## src/rtl/count_trk_pkg.sv

```systemverilog
// Shared types and the next-count prediction for the mod-12 counter tracker.
package count_trk_pkg;

  localparam int         MOD     = 12;
  localparam logic [3:0] CNT_MAX = 4'(MOD - 1);

  typedef enum logic [1:0] {
    SYNC  = 2'd0,
    TRACK = 2'd1,
    FAULT = 2'd2
  } trk_state_e;

  // Value the counter should show one edge after seeing these controls.
  function automatic logic [3:0] next_cnt(
    input logic [3:0] cnt,
    input logic       load,
    input logic       mode,
    input logic [3:0] data,
    input logic       rst
  );
    logic [3:0] nxt;
    if (rst)       nxt = 4'd0;
    else if (load) nxt = data;
    else if (mode) nxt = (cnt == CNT_MAX) ? 4'd0 : cnt + 4'd1;
    else           nxt = (cnt == 4'd0) ? CNT_MAX : cnt - 4'd1;
    return nxt;
  endfunction

endpackage

```

## src/rtl/count_trk_pred.sv

```systemverilog
// Combinational predictor: expected counter value from the previous sample.
// valid drops when the counter was told to load a value outside 0..11,
// because the counter's response to that is not defined.
module count_pred
  import count_trk_pkg::*;
(
  input  logic [3:0] p_cnt,
  input  logic       p_load,
  input  logic       p_mode,
  input  logic [3:0] p_data,
  input  logic       p_rst,
  output logic [3:0] pred,
  output logic       valid
);

  // Prediction and its trustworthiness.
  always_comb begin
    pred  = next_cnt(p_cnt, p_load, p_mode, p_data, p_rst);
    valid = p_rst || !p_load || (p_data <= CNT_MAX);
  end

endmodule

```

## src/rtl/count_trk.sv

```systemverilog
// Sequence checker and wrap-event source sitting beside the mod-12 counter.
// Samples the counter controls and output every edge, predicts the next count
// and compares it with what the counter actually shows one edge later.
module count_trk
  import count_trk_pkg::*;
#(
  parameter int WRAP_W = 8
) (
  input  logic              clk,
  input  logic              rst,
  input  logic              load,
  input  logic              mode,
  input  logic [3:0]        data_in,
  input  logic [3:0]        count_in,
  input  logic              clear_err,
  output logic              wrap_up,
  output logic              wrap_dn,
  output logic [WRAP_W-1:0] wrap_cnt,
  output logic              step_err,
  output logic              range_err,
  output logic              err_sticky
);

  logic [3:0]        p_cnt_q, p_cnt_d;
  logic              p_load_q, p_load_d;
  logic              p_mode_q, p_mode_d;
  logic [3:0]        p_data_q, p_data_d;
  logic              p_rst_q, p_rst_d;

  trk_state_e        state_q, state_d;

  logic              wrap_up_q, wrap_up_d;
  logic              wrap_dn_q, wrap_dn_d;
  logic [WRAP_W-1:0] wrap_cnt_q, wrap_cnt_d;
  logic              step_err_q, step_err_d;
  logic              range_err_q, range_err_d;
  logic              err_sticky_q, err_sticky_d;

  logic [3:0]        pred;
  logic              pred_valid;
  logic              checking;
  logic              counting;

  count_pred u_pred (
    .p_cnt  (p_cnt_q),
    .p_load (p_load_q),
    .p_mode (p_mode_q),
    .p_data (p_data_q),
    .p_rst  (p_rst_q),
    .pred   (pred),
    .valid  (pred_valid)
  );

  // Next sample: the inputs as they stand at this edge.
  always_comb begin
    p_cnt_d  = count_in;
    p_load_d = load;
    p_mode_d = mode;
    p_data_d = data_in;
    p_rst_d  = rst;
  end

  // Sample registers run through reset so the reset itself is recorded in p_rst.
  always_ff @(posedge clk) begin
    p_cnt_q  <= p_cnt_d;
    p_load_q <= p_load_d;
    p_mode_q <= p_mode_d;
    p_data_q <= p_data_d;
    p_rst_q  <= p_rst_d;
  end

  // Check results and wrap events; nothing is trusted on the SYNC sample.
  always_comb begin
    checking    = (state_q != SYNC);
    counting    = !p_rst_q && !p_load_q;
    step_err_d  = checking && pred_valid && (count_in != pred);
    range_err_d = checking && (count_in > CNT_MAX);
    wrap_up_d   = checking && counting && p_mode_q &&
                  (p_cnt_q == CNT_MAX) && (count_in == pred);
    wrap_dn_d   = checking && counting && !p_mode_q &&
                  (p_cnt_q == 4'd0) && (count_in == pred);
    wrap_cnt_d  = wrap_cnt_q;
    if ((wrap_up_d || wrap_dn_d) && (wrap_cnt_q != '1))
      wrap_cnt_d = wrap_cnt_q + WRAP_W'(1);
  end

  // Next state; clear_err takes priority over a same-cycle error.
  always_comb begin
    state_d = state_q;
    unique case (state_q)
      SYNC:    state_d = clear_err ? SYNC : TRACK;
      TRACK: begin
        if (clear_err)                      state_d = SYNC;
        else if (step_err_d || range_err_d) state_d = FAULT;
      end
      FAULT:   if (clear_err) state_d = SYNC;
      default: state_d = SYNC;
    endcase
  end

  // Sticky flag follows the state being entered so it lines up with the pulse.
  always_comb begin
    err_sticky_d = (state_d == FAULT);
  end

  // State and output registers.
  always_ff @(posedge clk) begin
    if (rst) begin
      state_q      <= SYNC;
      wrap_up_q    <= 1'b0;
      wrap_dn_q    <= 1'b0;
      wrap_cnt_q   <= '0;
      step_err_q   <= 1'b0;
      range_err_q  <= 1'b0;
      err_sticky_q <= 1'b0;
    end else begin
      state_q      <= state_d;
      wrap_up_q    <= wrap_up_d;
      wrap_dn_q    <= wrap_dn_d;
      wrap_cnt_q   <= wrap_cnt_d;
      step_err_q   <= step_err_d;
      range_err_q  <= range_err_d;
      err_sticky_q <= err_sticky_d;
    end
  end

  assign wrap_up    = wrap_up_q;
  assign wrap_dn    = wrap_dn_q;
  assign wrap_cnt   = wrap_cnt_q;
  assign step_err   = step_err_q;
  assign range_err  = range_err_q;
  assign err_sticky = err_sticky_q;

endmodule

```

## config.mk

```make
export PLATFORM = sky130hd
export DESIGN_NAME = count_trk
export DESIGN_NICKNAME = d
export VERILOG_FILES = /design/src/rtl/count_trk_pkg.sv /design/src/rtl/count_trk_pred.sv /design/src/rtl/count_trk.sv
export SDC_FILE = /design/constraint.sdc
export NUM_CORES = 1
export LEC_CHECK = 0
export ABC_AREA = 1
export CORE_MARGIN = 4
export CORE_UTILIZATION = 35
export CTS_BUF_LIST = sky130_fd_sc_hd__clkbuf_8 sky130_fd_sc_hd__clkbuf_16
export CTS_CLUSTER_DIAMETER = 80
export DETAILED_ROUTE_END_ITERATION = 7
export PLACE_DENSITY_LB_ADDON = 0.05
export REMOVE_ABC_BUFFERS = 1
export SETUP_SLACK_MARGIN = 0.02
export SYNTH_ARGS = -nofsm -noshare
export SYNTH_HDL_FRONTEND = slang
export SYNTH_SLANG_ARGS = --single-unit
```

## constraint.sdc

```tcl
create_clock -name clk -period 3.4 [get_ports clk]
set_input_delay 0.85 -clock clk [delete_from_list [all_inputs] [get_ports clk]]
set_output_delay 0.85 -clock clk [all_outputs]
set_load 0.01 [all_outputs]
```

==> reports/qor.csv, run 1 <==
metric,value,unit
status,"finished, final reports clean",
dp.cells,237,
overflow,0,
crit_buf_inv,1,
fmax,421,MHz
setup_violations,0,
post_cts_buffers,0,
cp-start-kind,input port,
slew_headroom,67.6,%
synth.area.top_cells,"dfxtp_1 (40%), nand2_1 (11%), nand3_1 (5.8%)",
grt_pass1_wl,4.52,mm
wl_per_cell,11.0,um
worstPathArrival,2510,ps
gp_congestion,0.842,
yosys.area.top_type,dfxtp_1,
ys_ff_latch,26,
crit_path_top_delay_cell,clkdlybuf4s50_1,
firstDrtPassIters,4,
initial_core_util,37.4,%
yosys_warnings,0,
die-area,4710,sq um
cts_buffers,3,
core_area,3440,sq um
fin_area,1650,sq um
fin_hold_ws,516,ps
clock_path_buffers,2,
htreeDepth,1,
synth_top_area_share,40.5,%
grt_pass1_vias,1050,
required,3540,ps
hold_viol_final,0,
critPathTopFamily,simple AND/OR/NAND/NOR gates,
cp_cell_sequence,clkdlybuf4s50_1 -> xnor2_4 -> nand4_2 -> nor2_2 -> o211ai_2 -> nand2_1 -> a21oi_1,
period_share,69.9,%
maxSlewViolCount,0,
grt_max_degree,16,
worstHoldStart,wrap_cnt[7]$_SDFFE_PP0P_,
finClkSkew,11.6,ps
vias_per_cell,4.68,
antenna_found_initial,0,
rsz0062_at_grt,false,
final_util,47.9,%
maxCapViolations,0,
tightest_slew,484,ps
fin_cells,241,
leakage,0.673,nW
max_stage_delay,580,ps
clk_pin_slew,90,ps
cts_sinks,26,
hpwl,2.09,mm
port_buffers,25,
diodes,0,
cts_resized,0,
worstSkewPairLatency,270,ps
hold_buffers,0,
crit_fanout,11,
drive_above_1_share,10.8,%
syn_avg_cell_area,7.66,sq um
wirelength,2.64,mm
drtIter0Drc,141,
ant_nets,0,
die_w,68.6,um
ir_drop,0.204,mV
grtUsageTotal,12.8,%
remaining_drc_errors,0,
cp-end-kind,register,
tritoncts,done,
powerDensity,397,nW/um^2
syn_area,1290,sq um
vias,1127,
die_h,68.6,um
setup_tns,0,ps
hold_path_class,register to register,
cp-startpoint,count_in[1],
fin_nets,212,
clockRootBuffer,clkbuf_8,
post_synth_inst_count,168,
area_growth,28.2,%
placed_area,1580,sq um
ys_types,28,
final.min_clock_period,2380,ps
rows,21,
critPathKind,input port to register,
synth_seq_area_share,40.5,%
ios,26,
rr_startpoint,p_cnt_q[0]$_DFF_P_,
tightest hold or removal path, delay by kind of cell (launching register included):
family | cells | cell delay [ps]
DFF | 1 | 350
and+or+nand+nor | 1 | 70
AOI/OAI and AO/OA | 1 | 50
path summary, 6_finish.rpt:
kind                               to  slack [ps]  cells past startpoint
max          wrap_cnt[4]$_SDFFE_PP0P_        1020                      7
min          wrap_cnt[7]$_SDFFE_PP0P_         520                      2
max reg2reg  wrap_cnt[4]$_SDFFE_PP0P_        1070                     12
min reg2reg  wrap_cnt[7]$_SDFFE_PP0P_         520                      2
report_power, final:
group          switching [mW]  internal [mW]
combinational          0.0401         0.0378
clock                  0.0969          0.157
sequential            0.00737          0.315
Yosys cell counts:
cell / instances
nor3_1: 3
a21oi_1: 6
buf_6: 1
nor2_1: 19
o211ai_2: 1
a211o_1: 1
nor2b_1: 2
nand2_1: 38
nand4_2: 1
dlygate4sd1_1: 1
xor2_1: 3
nand3b_1: 3
nand4_1: 1
o21ai_2: 1
ha_1: 3
nand3_1: 15
dfxtp_1: 26
nor2_2: 6
nand2_2: 2
clkbuf_1: 1
xnor2_4: 1
o2111ai_1: 8
nand3_2: 1
nor4_1: 1
xnor2_1: 2
clkinv_1: 1
inv_2: 3
inv_1: 17
metrics by stage:
stage / power [mW] / setup slack, ps
2_1_floorplan: 0.377 / 1390
3_3_place_gp: 0.407 / 798
3_5_place_dp: 0.409 / 708
4_1_cts: 0.667 / 1040
5_1_grt: 0.689 / 789
6_report: 0.655 / 1020
logic make-up after synthesis:
kind of cell | count (synthesis) | share of synthesized area (%)
adder cells (fa/ha/maj) | 3 | 2.92
AO/OA/AOI/OAI | 17 | 10.1
XOR/XNOR | 6 | 5.55
AND/OR/NAND/NOR | 92 | 33.0
buffers and inverters | 24 | 7.98
flip-flops | 26 | 40.5
sequential cells by signal, summed over array words and instances (netlist names):
register    flops
wrap_cnt        8
p_data_q        4
p_cnt_q         4
p_load_q        1
state_q         2
p_rst_q         1
wrap_up         1
range_err       1
p_mode_q        1
err_sticky      1
step_err        1
wrap_dn         1
per-layer routing:
layer,wire [um],global-route usage (%)
met1,1250,16.2
met2,1270,20.9
met3,106,4.38
met4,18,2.98
met5,0,0
placed cells by master (no fill, tap or decap), types with 2 or more instances in the layout:
cell type         n
nand2_1          38
dfxtp_1          26
clkdlybuf4s50_1  25
nor2_1           19
inv_1            17
nand3_1          15
o2111ai_1         8
nor2_2            6
a21oi_1           6
inv_2             3
nand3b_1          3
nor3_1            3
xor2_1            3
ha_1              3
clkbuf_8          3
nand2_2           2
nor2b_1           2
xnor2_1           2
layout make-up:
type | count | area, sq um
Fill cell | 352 | 1790
Multi-Input combinational cell | 118 | 663
Sequential cell | 26 | 520
Timing Repair Buffer | 26 | 258
Inverter | 21 | 78.8
Tap cell | 46 | 57.6
Clock buffer | 3 | 41.3
Clock inverter | 1 | 30.0
(Power assumes the default switching activity.)
==> run 2, diff against run 1 <==
- clock period: 3.4 -> 2.1 ns (I/O delays scaled with it)
==> reports/qor.csv, run 2 (synthesized netlist as in run 1, its figures left out) <==
metric,value,unit
hpwl,2.18,mm
die_h,68.6,um
cp_common_cell,inv_1,
largest_register_ffs,8,
drtIter0Drc,103,
core_area,3440,sq um
crit_fanout,4,
ant_nets,0,
period_share,93.8,%
grtUsageTotal,13.2,%
die_w,68.6,um
die-area,4710,sq um
setup_violations,0,
diodes,0,
gp_congestion,0.804,
htreeDepth,1,
final_util,49.9,%
critPathKind,register to register,
cts_sinks,26,
fin_area,1720,sq um
dp.cells,240,
maxCapViolations,0,
maxSlewViolCount,0,
port_buffers,25,
hold_buffers,0,
crit_buf_inv,3,
rows,21,
area_growth,33.5,%
hold_path_class,register to register,
grt_pass1_wl,4.75,mm
remaining_drc_errors,0,
initial_core_util,37.4,%
ir_drop,0.533,mV
ios,26,
vias_per_cell,4.82,
wl_per_cell,11.4,um
slew_headroom,66.8,%
cp_cell_sequence,inv_1 -> ha_1 -> inv_1 -> nand2_1 -> nand3_2 -> nand2_2 -> xnor2_4 -> nand4_2 -> nor2_4 -> buf_4 -> o2111ai_1 -> a21oi_1,
clockRootBuffer,clkbuf_8,
critPathTopFamily,simple AND/OR/NAND/NOR gates,
post_cts_buffers,0,
cts_buffers,3,
firstDrtPassIters,4,
cp-end-kind,register,
cp-start-kind,register,
vias,1181,
fin_cells,245,
final_cell_mix,"nand2_1 (36), clkdlybuf4s50_1 (25), dfxtp_1 (24)",
fin_nets,216,
hold_viol_final,0,
fmax,508,MHz
antenna_found_initial,0,
worstPathArrival,2180,ps
setup_slack,131,ps
final.min_clock_period,1970,ps
required,2310,ps
mostFrequentLayoutCell,nand2_1,
finClkSkew,12.1,ps
fill_cells,342,
tritoncts,done,
post-place-ws,36.5,ps
leakage,0.697,nW
tightest_slew,497,ps
max_stage_delay,340,ps
drive_above_1_share,16.1,%
placed_area,1600,sq um
overflow,0,
crit_path_top_delay_cell,dfxtp_2,
clk_pin_slew,100,ps
clock_path_buffers,2,
status,"finished, final reports clean",
grt_max_degree,16,
grt_pass1_vias,1125,
wirelength,2.79,mm
powerDensity,626,nW/um^2
worstSkewPairLatency,270,ps
## run 2: final cells by class
cell class,count,area [sq um],share of cell area [%]
Clock buffer,3,41.3,2.41
Clock inverter,1,30.0,1.75
Inverter,21,78.8,4.59
Multi-Input combinational cell,118,694,40.5
Sequential cell,26,523,30.5
Tap cell,46,57.6,3.35
Timing Repair Buffer,30,292,17.0
## run 2: stage by stage
step	TNS [ps]	power, mW	hold slack [ps]
2_1_floorplan	0	0.611	504
6_report	0	1.08	518
4_1_cts	0	1.08	511
3_3_place_gp	0	0.664	475
5_1_grt	-3.70	1.14	553
3_5_place_dp	0	0.666	496
## run 2: worst paths after layout
path                             from                        to  slack [ps]  cells past startpoint
min          wrap_cnt[4]$_SDFFE_PP0P_  wrap_cnt[4]$_SDFFE_PP0P_         520                      2
min reg2reg  wrap_cnt[4]$_SDFFE_PP0P_  wrap_cnt[4]$_SDFFE_PP0P_         520                      2
max                p_cnt_q[0]$_DFF_P_  wrap_cnt[5]$_SDFFE_PP0P_         130                     12
max reg2reg        p_cnt_q[0]$_DFF_P_  wrap_cnt[5]$_SDFFE_PP0P_         130                     12
## run 2: what timing repair did
item | in CTS | in global routing
hold endpoints to repair | 0 | 0
endpoints found under the setup margin | 0 | 10
resized for setup | 0 | 11
## run 2: metal layers
metal | wire [um] | GRT usage [%]
met1 | 1280 | 16.8
met2 | 1340 | 21.9
met3 | 154 | 3.40
met4 | 23 | 3.72
met5 | 0 | 0
## run 2: where the power goes
group          leakage (nW)  total, mW  internal, mW  switching (mW)
sequential            0.214      0.523         0.511          0.0119
clock                0.0357      0.412         0.255           0.158
combinational         0.447      0.140        0.0690          0.0712
total                 0.697       1.08         0.835           0.241
## run 2: tightest hold or removal path: stages, from the launching register on
cell and delay (ps):
dfxtp_1 350, nand2_1 70, a21oi_1 60
==> run 3, diff against run 2 <==
- CAP_MARGIN: default -> 5
==> results of run 3 <==
Same layout as run 2: the final DEF is identical, and so are final timing and power.
